<file path="src/rtl/gemm_skew_feeder.sv">
// Operand skew feeder for an N x N systolic GEMM array: accepts K-step A/B beats and
// delays lane i by i+1 cycles. Optional stall counter under GEMM_FEEDER_STALL_CNT_EN.
module gemm_skew_feeder #(
  parameter int DATA_WIDTH = 8,
  parameter int N          = 4
) (
  input  logic                    clk,
  input  logic                    reset,
  input  logic                    start,
  input  logic [7:0]              k_len,
  input  logic                    in_valid,
  output logic                    in_ready,
  input  logic [N*DATA_WIDTH-1:0] a_vec,
  input  logic [N*DATA_WIDTH-1:0] b_vec,
  output logic [N*DATA_WIDTH-1:0] a_out,
  output logic [N*DATA_WIDTH-1:0] b_out,
  output logic [N-1:0]            lane_valid,
  output logic                    busy,
  output logic                    done,
  output logic [15:0]             stall_count
);

  localparam int FW = $clog2(N + 1);

  typedef enum logic [1:0] {IDLE, LOAD, FLUSH, DONE} state_t;

  state_t        r_state;
  logic [7:0]    r_k_len;
  logic [7:0]    r_beat_cnt;
  logic [FW-1:0] r_flush_cnt;
  logic          w_accept;
  logic          w_last;

  assign w_accept = (r_state == LOAD) && in_valid;
  assign w_last   = w_accept && ((r_beat_cnt + 8'd1) == r_k_len);

  assign in_ready = (r_state == LOAD);
  assign busy     = (r_state != IDLE);
  assign done     = (r_state == DONE);

  always_ff @(posedge clk) begin
    if (reset) begin
      r_state     <= IDLE;
      r_k_len     <= '0;
      r_beat_cnt  <= '0;
      r_flush_cnt <= '0;
    end else begin
      case (r_state)
        IDLE: begin
          if (start) begin
            r_k_len    <= k_len;
            r_beat_cnt <= '0;
            r_state    <= (k_len == 8'd0) ? DONE : LOAD;
          end
        end
        LOAD: begin
          if (w_accept) begin
            r_beat_cnt <= r_beat_cnt + 8'd1;
          end
          if (w_last) begin
            r_flush_cnt <= '0;
            r_state     <= FLUSH;
          end
        end
        FLUSH: begin
          // N cycles lets the deepest lane drain the final beat.
          if (r_flush_cnt == FW'(N - 1)) begin
            r_state <= DONE;
          end else begin
            r_flush_cnt <= r_flush_cnt + 1'b1;
          end
        end
        DONE: begin
          r_state <= IDLE;
        end
        default: r_state <= IDLE;
      endcase
    end
  end

  // Lane i: chain of i+1 registers; bubbles enter as zero with valid low in both chains.
  for (genvar i = 0; i < N; i++) begin : g_lane
    logic signed [DATA_WIDTH-1:0] r_a_p [0:i];
    logic signed [DATA_WIDTH-1:0] r_b_p [0:i];
    logic                         r_vld_p [0:i];

    always_ff @(posedge clk) begin
      if (reset) begin
        for (int d = 0; d <= i; d++) begin
          r_a_p[d]   <= '0;
          r_b_p[d]   <= '0;
          r_vld_p[d] <= 1'b0;
        end
      end else begin
        r_a_p[0]   <= w_accept ? a_vec[i*DATA_WIDTH +: DATA_WIDTH] : '0;
        r_b_p[0]   <= w_accept ? b_vec[i*DATA_WIDTH +: DATA_WIDTH] : '0;
        r_vld_p[0] <= w_accept;
        for (int d = 1; d <= i; d++) begin
          r_a_p[d]   <= r_a_p[d-1];
          r_b_p[d]   <= r_b_p[d-1];
          r_vld_p[d] <= r_vld_p[d-1];
        end
      end
    end

    assign a_out[i*DATA_WIDTH +: DATA_WIDTH] = r_a_p[i];
    assign b_out[i*DATA_WIDTH +: DATA_WIDTH] = r_b_p[i];
    assign lane_valid[i]                     = r_vld_p[i];
  end

`ifdef GEMM_FEEDER_STALL_CNT_EN
  logic [15:0] r_stall_cnt;

  always_ff @(posedge clk) begin
    if (reset) begin
      r_stall_cnt <= '0;
    end else if ((r_state == IDLE) && start) begin
      r_stall_cnt <= '0;
    end else if ((r_state == LOAD) && !in_valid && (r_stall_cnt != 16'hFFFF)) begin
      r_stall_cnt <= r_stall_cnt + 16'd1;
    end
  end

  assign stall_count = r_stall_cnt;
`else
  assign stall_count = '0;
`endif

endmodule

</file>
<file path="config.mk">
export PLATFORM = sky130hd
export DESIGN_NAME = gemm_skew_feeder
export DESIGN_NICKNAME = d
export VERILOG_FILES = /design/src/rtl/gemm_skew_feeder.sv
export SDC_FILE = /design/constraint.sdc
export NUM_CORES = 1
export LEC_CHECK = 0
export ABC_AREA = 0
export BUFFER_PORTS_ARGS = -buffer_cell sky130_fd_sc_hd__buf_2
export CORE_MARGIN = 5
export CORE_UTILIZATION = 37
export CTS_BUF_LIST = sky130_fd_sc_hd__clkbuf_4
export CTS_CLUSTER_SIZE = 30
export DETAILED_ROUTE_END_ITERATION = 10
export HOLD_SLACK_MARGIN = 0.06
export SETUP_SLACK_MARGIN = 0.1
export SKIP_CTS_REPAIR_TIMING = 1
export SKIP_LAST_GASP = 1
export SLEW_MARGIN = 20
export SYNTH_ARGS = -nofsm -noshare
export SYNTH_HDL_FRONTEND = slang
export SYNTH_SLANG_ARGS = --single-unit
export TNS_END_PERCENT = 30
</file>
<file path="constraint.sdc">
create_clock -name clk -period 5.7 [get_ports clk]
set_clock_uncertainty 0.15 [all_clocks]
set_input_delay 0 -clock clk [delete_from_list [all_inputs] [get_ports clk]]
set_output_delay 0 -clock clk [all_outputs]
set_load 0.05 [all_outputs]
</file>
==> summary.txt <==
Detailed routing
  • Vias: around 4700
  • Post-DRT Antenna Nets: 0
  • DRC violations left: 0
  • Amount of wire on met2 after detailed routing: 7.07 mm
  • DRT met1 WL: between 5 and 6 mm
  • WL met3: 889 um
  • Total Wirelength: about 14 mm
  • DR vias/cell: 4.39
  • Avg WL per Cell: 13.4 um
  • 1st-iter DRT viols: 242
  • Top sig layer: met4
  • DRT Pass-1 Iters: 4

Layout
  • Final instance area: between 0.008 and 0.009 mm^2
  • Layout area overhead: 41.5%
  • Non-Filler Instances: 1076
  • Final #Nets: 926
  • Share of layout cells above drive strength 1: 21.6%

Clock network
  • Number of CTS-inserted buffers: 17
  • H-Tree Depth: 4
  • Clock-pin slew on the worst setup and hold paths: about 0.16 ns
  • Clock sink count: 185
  • CTS tree: done
  • Worst-skew pair later-pin latency: about 0.56 ns
  • Clk buf depth: 2
  • Clock root cell: clkbuf_4

Timing
  • Period utilisation layout: a little over 60%
  • Slew Limit Fails: 0
  • Relative slew slack: between 30% and 40%
  • Fin Hold WS: 0.252 ns
  • Final setup vio count: 0
  • Hold Vio Cnt, Final: 0
  • Minimum clock period: 3.46 ns
  • Maximum clock rate: 289 MHz
  • Tightest Pin Transition: 0.983 ns
  • RSZ-0062 raised after global routing: false
  • Fin Setup TNS: 0 ns

Critical path
  • Worst path required time: 6.02 ns
  • Maximum fanout along the worst path: 66
  • CP endpoint kind: flip-flop
  • Arrival time worst endpoint: 3.78 ns
  • Worst Path Class, Setup: flip-flop to flip-flop
  • Critical path's largest stage delay: 0.87 ns
  • R2R Path End: r_flush_cnt[2]$_SDFFE_PP0P_
  • Critical-path top delay cell: and2_2
  • Critical path's top delay family: simple AND/OR/NAND/NOR gates
  • Crit-path cells: inv_1 -> ha_1 -> and2_2 -> o2111ai_1 -> or4_4 -> nor2_1 -> a21oi_1 -> a22o_1
  • Flop2flop setup slack: 2.24 ns
  • Reg2reg start: r_state[1]$_SDFFE_PP0P_
  • Buf+Inv Stages, Crit Path: 1
  • Crit start category: flip-flop
  • R2R depth: 8

Global route
  • Tot GR Track Use: 12.3%
  • Grt ovf: 0
  • Initial antenna violation count: 1
  • First-pass GRT wire length: ~19 mm
  • Largest net degree at the start of global routing: 100
  • Number of global-route vias before repair: 3833

Power
  • Comb pwr share: between 20 and 25%
  • Sw Share: 31.8%
  • Tot Pwr: around 0.0027 W
  • Net load switching power: 0.000857 W
  • Pwr Density: between 300 and 400 mW/mm^2
  • Power Internal: 0.00184 W
  • Worst VDD drop: 0.000191 V
  • Leak: 4.05 nW
  • Proportion of power drawn by flip-flops and latches: approximately half
  • Clock group share of total power: about a quarter

Synthesis
  • Leading area contributor after synthesis: dfxtp_1
  • Synthesized flop and latch total: 185
  • Synth unique cells: 46
  • Mapped Cells: around 580
  • Post-synth top flop: dfxtp_1
  • Asr flop ratio synth: 0%
  • Netlist Area Pre-Place: 0.00612 mm^2
  • Top-count cell post-synth: dfxtp_1
  • Largest cells by area after synthesis: dfxtp_1 (60%), nor2b_1 (10%), and3_1 (6.5%), buf_4 (6.4%), a21oi_1 (1.9%)
  • Synth top area share: 60.5%
  • Seq/Total Area, Yosys: 60.5%
  • Number of synthesized flops with an enable pin: 0
  • Synth Warn #: 0
  • Synth top cells by count: dfxtp_1 (185), nor2b_1 (100), and3_1 (64)
  • Syn_area_per_cell: 10.6 um^2

Status
  • Run status: completed

Floorplanning
  • Core region area: 0.0164 mm^2
  • I/O Pins: 163
  • Die ar.: 0.0192 mm^2
  • Die X: 139 um
  • Starting Density: 37.3%
  • Rows: 47
  • Die Y: 139 um

Place
  • DP Wirelength: 8.11 mm
  • Placed cell areas: 0.00669 mm^2
  • I/O Buffers: 146
  • Final Wtd Congestion: just over 0.8
  • Placed cells: 875

Job
  • Maxcap violations: 0

Worst hold path
  • Worst Hold Launch: reset
  • Hold-critical path depth: 3
  • Hold Crit Class: input port to flip-flop
  • Hold EP: r_beat_cnt[5]$_SDFFE_PP0P_
-- cell families after synthesis --
kind of cell | share of synthesized area, %
AOI/OAI and AO/OA | 5.72
xor gates and xnor gates | 1.00
adders and majority gates | 1.64
buffers and inverters | 9.01
DFF | 60.5
muxes | 0.184
other | 0.0613
and+or+nand+nor | 21.9
-- registers in the layout, indices dropped and copies added (netlist names) --
register	flops
g_lane.r_a_p	80
g_lane.r_b_p	80
g_lane.r_vld_p	4
r_beat_cnt	8
r_flush_cnt	3
r_k_len	8
r_state	2
-- layout by cell type (no fill, tap or decap), types with 3 or more instances in the layout --
| cell | n |
|---|---|
| a211oi_1 | 3 |
| o21ai_0 | 8 |
| clkinvlp_4 | 3 |
| inv_8 | 6 |
| buf_4 | 3 |
| clkbuf_4 | 18 |
| nand2_1 | 26 |
| buf_2 | 145 |
| a21oi_1 | 23 |
| ha_1 | 8 |
| nor2b_1 | 100 |
| nor2_1 | 11 |
| nor4b_1 | 3 |
| and3_1 | 64 |
| conb_1 | 16 |
| xor2_1 | 3 |
| nor3_1 | 5 |
| nand3_1 | 3 |
| xnor2_1 | 4 |
| dlygate4sd3_1 | 168 |
| dfxtp_1 | 185 |
| inv_1 | 9 |
-- worst reg2reg max path: cells and delay by family (launching register included) --
kind / cells / cell delay, ns
and+or+nand+nor: 3 / 1.70
AOI/OAI and AO/OA: 3 / 0.63
adders and majority gates: 1 / 0.42
DFF: 1 / 0.37
buffers and inverters: 1 / 0.12
-- per-stage QoR --
| stage | utilization (%) | setup WS (ns) |
|---|---|---|
| 3_3_place_gp | 40.8 | 2.50 |
| 4_1_cts | 42.6 | 2.24 |
| 6_report | 52.8 | 2.24 |
| 5_1_grt | 52.8 | 2.01 |
| 2_1_floorplan | - | 2.97 |
| 3_5_place_dp | 40.8 | 2.24 |
-- layer usage --
layer | track usage [%] | up-vias
li1 | - | 2359
met1 | 14.8 | 2169
met2 | 19.7 | 162
met3 | 4.28 | 39
met4 | 6.13 | 0
met5 | 0 | -
-- power by group through the flow --
stage / clock (W) / sequential [W] / combinational (W)
6_report: 0.000721 / 0.00139 / 0.000584
5_1_grt: 0.000801 / 0.00140 / 0.000630
4_1_cts: 0.000744 / 0.00139 / 0.000458
3_5_place_dp: 0 / 0.00142 / 0.000455
3_3_place_gp: 0 / 0.00142 / 0.000440
2_1_floorplan: 0 / 0.00144 / 0.000340
-- worst max-delay path by stage --
stage / start / to / slack (ns) / cells past startpoint
after global routing: r_state[1]$_SDFFE_PP0P_ / r_flush_cnt[2]$_SDFFE_PP0P_ / 2.01 / 8
after detailed placement: r_state[1]$_SDFFE_PP0P_ / r_flush_cnt[2]$_SDFFE_PP0P_ / 2.24 / 8
after global placement: r_state[1]$_SDFFE_PP0P_ / r_flush_cnt[1]$_SDFFE_PP0P_ / 2.50 / 8
after CTS: r_state[1]$_SDFFE_PP0P_ / r_flush_cnt[2]$_SDFFE_PP0P_ / 2.24 / 8
final: r_state[1]$_SDFFE_PP0P_ / r_flush_cnt[2]$_SDFFE_PP0P_ / 2.24 / 8
after floorplan: r_state[1]$_SDFFE_PP0P_ / r_flush_cnt[2]$_SDFFE_PP0P_ / 2.97 / 9
-- layout make-up --
type                    count  area [um^2]
fillers                  1419         7740
flip-flops and latches    185         3700
repair buffers            316         2430
multi-input cells         312         1920
well taps                 220          275
clock inverters            14          158
clock buffers              18          135
inverters                  10         37.5
diodes                      1         2.50
No activity file was read; power rests on OpenSTA's default activity.
